===== config.mk =====
export PLATFORM = sky130hd
export DESIGN_NAME = foc_sequencer
export DESIGN_NICKNAME = d
export VERILOG_FILES = /design/src/rtl/foc_sequencer.sv
export SDC_FILE = /design/constraint.sdc
export NUM_CORES = 1
export LEC_CHECK = 0
export BUFFER_PORTS_ARGS = -buffer_cell sky130_fd_sc_hd__clkbuf_2
export CAP_MARGIN = 20
export CORE_MARGIN = 2
export CORE_UTILIZATION = 30
export DETAILED_ROUTE_END_ITERATION = 10
export HOLD_SLACK_MARGIN = 0.02
export PLACE_DENSITY = 0.52
export SLEW_MARGIN = 25
export SYNTH_ARGS = -nofsm -noshare
export SYNTH_HDL_FRONTEND = slang
export SYNTH_SLANG_ARGS = --single-unit

===== constraint.sdc =====
create_clock -name clk -period 2 [get_ports clk]
set_input_delay 0.1 -clock clk [delete_from_list [all_inputs] [get_ports clk]]
set_output_delay 0.1 -clock clk [all_outputs]
set_load 0.005 [all_outputs]

===== src/rtl/foc_sequencer.sv =====
// Control sequencer for the FOC datapath: captures one sample, then walks a chain
// of start/done stages with a per-stage watchdog, abort and accept-to-done count.
module foc_sequencer #(
  parameter int                  N_STAGES   = 6,
  parameter int                  DATA_W     = 64,
  parameter logic [N_STAGES-1:0] FIXED_MASK = 6'b001000,
  parameter int                  TIMEOUT    = 255,
  parameter int                  CNT_W      = 16
) (
  input  logic                        clk,
  input  logic                        reset,
  input  logic                        in_valid,
  output logic                        in_ready,
  input  logic [DATA_W-1:0]           in_data,
  output logic [DATA_W-1:0]           data_r,
  output logic [N_STAGES-1:0]         stage_start,
  input  logic [N_STAGES-1:0]         stage_done,
  output logic [$clog2(N_STAGES)-1:0] stage_idx,
  output logic                        stage_rst,
  output logic                        done,
  output logic [CNT_W-1:0]            cycles,
  input  logic                        abort,
  output logic                        fault,
  output logic [$clog2(N_STAGES)-1:0] fault_stage,
  input  logic                        fault_clr
);

  localparam int IDX_W = $clog2(N_STAGES);
  localparam int TO_W  = (TIMEOUT < 2) ? 1 : $clog2(TIMEOUT + 1);
  localparam logic [IDX_W-1:0] LAST_IDX = IDX_W'(N_STAGES - 1);

  typedef enum logic [2:0] {S_IDLE, S_START, S_WAIT, S_FLUSH, S_FAULT} state_e;

  state_e              state_q, state_d;
  logic [IDX_W-1:0]    idx_q, idx_d;
  logic [IDX_W-1:0]    fstage_q, fstage_d;
  logic [TO_W-1:0]     tmo_q, tmo_d;
  logic [CNT_W-1:0]    run_q, run_d, run_inc;
  logic [CNT_W-1:0]    cycles_q, cycles_d;
  logic [DATA_W-1:0]   data_q, data_d;
  logic [N_STAGES-1:0] start_q, start_d;
  logic                ready_q, ready_d;
  logic                done_q, done_d;
  logic                srst_q, srst_d;
  logic                fault_q, fault_d;
  logic                advance, timed_out;

  assign run_inc   = (&run_q) ? run_q : run_q + CNT_W'(1);
  assign advance   = FIXED_MASK[idx_q] | stage_done[idx_q];
  assign timed_out = (TIMEOUT != 0) && ((int'(tmo_q) + 1) == TIMEOUT);

  always_comb begin
    state_d  = state_q;
    idx_d    = idx_q;
    fstage_d = fstage_q;
    tmo_d    = tmo_q;
    run_d    = (state_q != S_IDLE) ? run_inc : run_q;
    cycles_d = cycles_q;
    data_d   = data_q;
    done_d   = 1'b0;
    srst_d   = 1'b0;
    case (state_q)
      S_IDLE: begin
        if (in_valid) begin
          data_d  = in_data;
          idx_d   = '0;
          run_d   = '0;
          state_d = S_START;
        end
      end
      S_START: begin
        tmo_d = '0;
        if (abort) begin
          srst_d  = 1'b1;
          state_d = S_FLUSH;
        end else begin
          state_d = S_WAIT;
        end
      end
      S_WAIT: begin
        // abort takes priority over both advance and the watchdog
        if (abort) begin
          srst_d  = 1'b1;
          state_d = S_FLUSH;
        end else if (advance) begin
          if (idx_q == LAST_IDX) begin
            done_d  = 1'b1;
            srst_d  = 1'b1;
            state_d = S_FLUSH;
          end else begin
            idx_d   = idx_q + IDX_W'(1);
            state_d = S_START;
          end
        end else begin
          tmo_d = tmo_q + TO_W'(1);
          if (timed_out) begin
            fstage_d = idx_q;
            srst_d   = 1'b1;
            state_d  = S_FAULT;
          end
        end
      end
      S_FLUSH: begin
        // done_q distinguishes a completed run from an aborted one
        if (done_q) begin
          cycles_d = run_inc;
        end
        state_d = S_IDLE;
      end
      S_FAULT: begin
        srst_d = 1'b1;
        if (fault_clr) begin
          srst_d  = 1'b0;
          idx_d   = '0;
          state_d = S_IDLE;
        end
      end
      default: state_d = S_IDLE;
    endcase
    ready_d = (state_d == S_IDLE);
    fault_d = (state_d == S_FAULT);
  end

  generate
    for (genvar gi = 0; gi < N_STAGES; gi++) begin : g_start
      assign start_d[gi] = (state_d == S_START) && (idx_d == IDX_W'(gi));
    end
  endgenerate

  always_ff @(posedge clk) begin
    if (reset) begin
      state_q  <= S_IDLE;
      idx_q    <= '0;
      fstage_q <= '0;
      tmo_q    <= '0;
      run_q    <= '0;
      cycles_q <= '0;
      data_q   <= '0;
      start_q  <= '0;
      ready_q  <= 1'b1;
      done_q   <= 1'b0;
      srst_q   <= 1'b0;
      fault_q  <= 1'b0;
    end else begin
      state_q  <= state_d;
      idx_q    <= idx_d;
      fstage_q <= fstage_d;
      tmo_q    <= tmo_d;
      run_q    <= run_d;
      cycles_q <= cycles_d;
      data_q   <= data_d;
      start_q  <= start_d;
      ready_q  <= ready_d;
      done_q   <= done_d;
      srst_q   <= srst_d;
      fault_q  <= fault_d;
    end
  end

  assign in_ready    = ready_q;
  assign data_r      = data_q;
  assign stage_start = start_q;
  assign stage_idx   = idx_q;
  assign stage_rst   = srst_q;
  assign done        = done_q;
  assign cycles      = cycles_q;
  assign fault       = fault_q;
  assign fault_stage = fstage_q;

endmodule


# Yosys cells after proc, flatten, opt, wreduce, memory -nomap -nowiden
# Memories as Yosys holds them, arrays and structs flattened. A register that Yosys moved wholly into a read port is not among the register bits.
# Cells that the tools add are included.
# Widths: inputs -> output; s select.
# word_totals
mem_bits_ro	8
reg_bits	123
wordCells	86
memories	1
out_inout_bits	96
input_bits	75
# memory_table
memory	depth	width	rd	rd_clocked_by_memory_dff	write_ports	line_no	source
(no name shown)	8	1	1	1	0	49	assign advance = FIXED_MASK[idx_q] | stage_done[idx_q];
# classes
n_reduce_logical	17
order_cmp	1
add_sub_neg	4
muxes	32
eq_ne	15
n_bitwise	4
# ops
cell	n
$mux 16	4
$mux 3	11
$add 16x1->16 const B	1
$mux 8	2
$pmux 8 s2	1
$reduce_and 16->1	1
$eq 3x3->1 const B	5
$eq 3x2->1 const B	4
$pmux 3 s4	1
$add 8x1->9 const B	1
$eq 3x1->1 const B	3
$eq 9x8->1 const B	1
$logic_not 3->1	3
$mux 1	9
$pmux 3 s3	1
$add 8x1->8 const B	1
$logic_and 1x1->1	6
$lt 3x4->1 const B	1
$ne 2x2->1 const B	2
$reduce_and 2->1	2
$reduce_and 4->1	1
$reduce_or 4->1	1
$add 3x1->3 const B	1
$bmux 1 s3	1
7 further kinds	9

# Depth between registers and ports, before layout
# logic_depth
depth_word	8
mapped_depth	8
mapped_depth_nobuf	8

# Least setup slack after synthesis
# No wires, ideal clock.
# synth_path
kind	reg-to-reg
from	register idx_q[0] (netlist: stage_idx[0])
to	register tmo_q[1]
stages_incl_launch_ff	8
n_path_buf	1
t_arrival_ps	1951
slack_ps	-19
t_required_ps	1933
synth_period_minus_slack_ps	2019
setup_time_ps	67
cell_sequence	dfxtp_1 -> buf_6 -> mux2_4 -> a31o_4 -> nor3_4 -> nor2_2 -> or3_1 -> a21oi_2
# synth_via
elab_chain_cells	5
# synth_lines
item	line_no	source
from (decl)	35	logic [IDX_W-1:0] idx_q, idx_d;
from (signal assigned)	146	idx_q <= idx_d;
$bmux 1 s3	49	
$mux 1 (not written as such)	49	
$or 1x1->1	49	
$ne 2x2->1 (no source line)	n/a	
$reduce_and 3->1 (no source line)	n/a	
to (signal assigned)	148	tmo_q <= tmo_d;
to (decl)	37	logic [TO_W-1:0] tmo_q, tmo_d;
# No other way between the ends. The select of a mux whose other input is x is not followed.
# A chain may end at the register's enable or synchronous reset.

# Final worst setup path
# Same ends and word-level chain as after synthesis.

==> metrics.md <==
| Metric | Value |
|---|---|
| Status | `complete, no violations` |
| Leakage | `0.003275 uW` |
| N_diodes | `0` |
| Layout cells sized above 1 | `30.01%` |
| Endpoint, Worst Hold | `run_q[12]` |
| Post-Route Skew | `10.96 ps` |
| FFs w/ async S/R, synth | `0%` |
| Vias in the first global route | `4860` |
| Clock sink total | `124` |
| Startpoint Class | `register` |
| WP data required | `2350 ps` |
| Max VDD drop | `0.0005601 V` |
| P_int | `5022 uW` |
| Pre-CTS setup slack | `-11.13 ps` |
| Worst Hold Class | `in -> reg` |
| EDFF count, synth | `0` |
| Die X | `135.8 um` |
| Initial DRC count | `230` |
| Non-Filler Instances | `1138` |
| Drt via density | `4.679` |
| RR Endpoint | `tmo_q[1]` |
| Sequential area share after synthesis | `47.62%` |
| Final setup fails | `0` |
| Root Driver | `clkbuf_16` |
| Max-slew headroom | `66.90%` |
| Gate Count Post-Synth | `643` |
| Slew @ Worst Pin | `496.5 ps` |
| Hold_sp | `reset` |
| Most frequent cells in the layout | `clkbuf_2, nand2_1, dfxtp_1` |
| Hold Path Stages | `3` |
| Hold Violations, Final | `0` |
| Initial antenna violation count | `0` |
| Clk pwr share | `46.7%` |
| Worst R2R Start | `stage_idx[0]` |
| Clock period minus worst slack | `1891 ps` |
| CTS tree | `built` |
| Max-Cap Viols | `0` |
| Clock latency on the worst-skew pair | `420 ps` |
| Final HPWL DP | `10.19 mm` |
| Period utilisation layout | `94.54%` |
| Synth Net Count | `723` |
| Syn_area_per_cell | `8.107 um2` |
| Global-route wire length before repair | `24.42 mm` |
| FF-to-FF path depth | `7` |
| DRC errors left | `0` |
| H-tree Lvls | `4` |
| Largest net degree at the start of global routing | `72` |
| Synthesized flop and latch total | `124` |
| Fin. max-slew vios | `0` |
| Via Count | `5325` |
| Layout Nets | `981` |
| Max clock buf depth | `2` |
| Part of the power in registers | `39.9%` |
| Max Clk Rate | `0.5288 GHz` |
| GRT Util Overall | `16.64%` |
| I/O pin count | `171` |
| GPL Wtd Cong | `0.7995` |
| Post-DRT Antenna Nets | `0` |
| Pwr dens | `851.8 nW/um2` |
| Yosys cell types | `60` |
| CTS Buf Count | `17` |
| Switch share | `24.83%` |
| Top sig layer | `met4` |
| First-pass iteration count of the detailed router | `5` |
| Cell Area, Synth | `5212 um2` |
| Post-Route WL | `15.40 mm` |
| PnR worst setup slack | `109.1 ps` |
| FP Rows | `48` |
| Routed WL per cell | `13.53 um` |
| Die Area | `18450 um2` |
| Critical path type | `reg -> reg` |
| Setup TNS | `0 ps` |
| CP Capture Type | `register` |
| Worst-path clk slew | `60 ps` |
| Cells after DPL | `1040` |
| Synth warnings | `0` |
| GRT overflow | `0` |
| Met2 Wirelength | `7.372 mm` |
| Area delta synth->final | `50.48%` |
| DRT met1 WL | `7.042 mm` |
| WP data arrival | `2240 ps` |
| Top_reg_cell synth | `dfxtp_1` |
| IO buf count | `170` |
| Logic pwr share | `13.4%` |
| Net Sw Power | `1659 uW` |
| Core area | `17120 um2` |
| R2r setup slk | `110 ps` |
| Worst-path fanout max | `7` |
| Die Ht | `135.8 um` |
| Metal3 WL | `747 um` |
| Commonest non-fill, non-tap cell in the layout | `clkbuf_2` |
| Starting Density | `30.45%` |
==> power groups by stage <==
stage	clock network, uW	logic, uW	registers [uW]
floorplan	0	416	2720
global placement	0	796	2720
detailed placement	0	794	2720
CTS	3210	899	2670
global route	3320	997	2680
finish	3120	894	2670
==> metrics by stage <==
step / util [%] / power [uW] / cell area, um2 / hold slack [ps]
floorplan: - / 3134 / 5213 / 236.0
global placement: 38.22 / 3513 / 6543 / 325.7
detailed placement: 38.22 / 3510 / 6543 / 328.4
CTS: 45.53 / 6777 / 7794 / 36.29
global route: 45.83 / 6995 / 7844 / 62.35
finish: 45.83 / 6682 / 7844 / 51.42
==> flip-flops by register name, indices dropped and copies added, names as in the netlist, named ones only <==
name	flops
tmo_q	8
state_q	3
stage_rst	1
stage_idx	3
done	1
fault	1
in_ready	1
cycles	16
run_q	16
data_r	64
stage_start	6
fault_stage	3
==> synth_stat cells (2+ instances only) <==
cell type / number / area [um2]
a211oi_1: 10 / 75.07
a21oi_1: 95 / 475.5
a311oi_1: 5 / 43.79
a31oi_1: 7 / 43.79
a41oi_1: 4 / 35.03
and3_1: 4 / 25.02
and4_1: 2 / 17.52
buf_2: 10 / 50.05
buf_6: 2 / 22.52
clkbuf_1: 29 / 108.9
dfxtp_1: 124 / 2482
ha_1: 5 / 62.56
inv_1: 5 / 18.77
mux2i_1: 4 / 40.04
nand2_1: 164 / 615.6
nand2b_1: 8 / 50.05
nand3_1: 18 / 90.09
nand3b_1: 6 / 45.04
nand4_1: 6 / 37.54
nor2_1: 43 / 161.4
nor2b_1: 2 / 12.51
nor3_1: 12 / 60.06
nor3_2: 2 / 20.02
nor3b_1: 2 / 15.01
nor4_1: 4 / 25.02
o21ai_0: 16 / 80.08
o22a_1: 2 / 17.52
o32a_1: 2 / 20.02
o32ai_1: 2 / 17.52
or2_2: 2 / 12.51
or3_1: 7 / 43.79
xnor2_1: 6 / 52.55
xor2_1: 6 / 52.55
==> layer usage <==
metal	global-route usage, %	vias to the layer above
li1	-	2740
met3	4.512	16
met5	0	-
met1	21.79	2451
met2	26.09	118
met4	6.481	0
==> layout make-up <==
class / count / area (um2)
clock buffers: 19 / 452.9
inverters: 5 / 18.77
repair buffers: 281 / 1901
clock inverters: 12 / 146.4
multi-input cells: 472 / 2555
flip-flops and latches: 124 / 2489
fillers: 1733 / 9273
well taps: 225 / 281.5
==> worst max path at each step <==
stage	slack, ps	start	cells past startpoint	endpoint
6_report	110	stage_idx[0]	7	tmo_q[1]
4_1_cts	50	stage_idx[1]	8	stage_start[3]
5_1_grt	-20	stage_idx[0]	7	tmo_q[3]
3_3_place_gp	30	stage_idx[0]	8	stage_start[3]
2_1_floorplan	50	stage_idx[0]	7	in_ready
3_5_place_dp	-10	stage_idx[0]	8	stage_start[3]
==> repair_timing <==
action | 4_1_cts | 5_1_grt
endpoints found under the hold margin | 64 | 0
setup endpoints to repair | 3 | 7
pin swaps | 0 | 6
setup buffers | 0 | 3
hold buffers | 64 | 0
resized for setup | 3 | 7
gates cloned | 0 | 0
==> logic make-up after synthesis <==
logic type               Yosys count  synth area share (%)
flip-flops                       124                 47.62
buffers and inverters             47                 3.985
multiplexers                       6                 1.272
AND/OR/NAND/NOR                  290                 25.18
AO/OA/AOI/OAI                    159                 18.72
adder cells (fa/ha/maj)            5                 1.200
XOR/XNOR                          12                 2.016
==> worst max-delay path: stages, from the launching register on <==
cell and delay, ps:
dfxtp_4 360, mux2_4 310, a31o_4 250, buf_4 150, nor3_4 230, nor2_2 70
or3_1 320, a21oi_2 130
No activity file was read; power rests on OpenSTA's default activity.
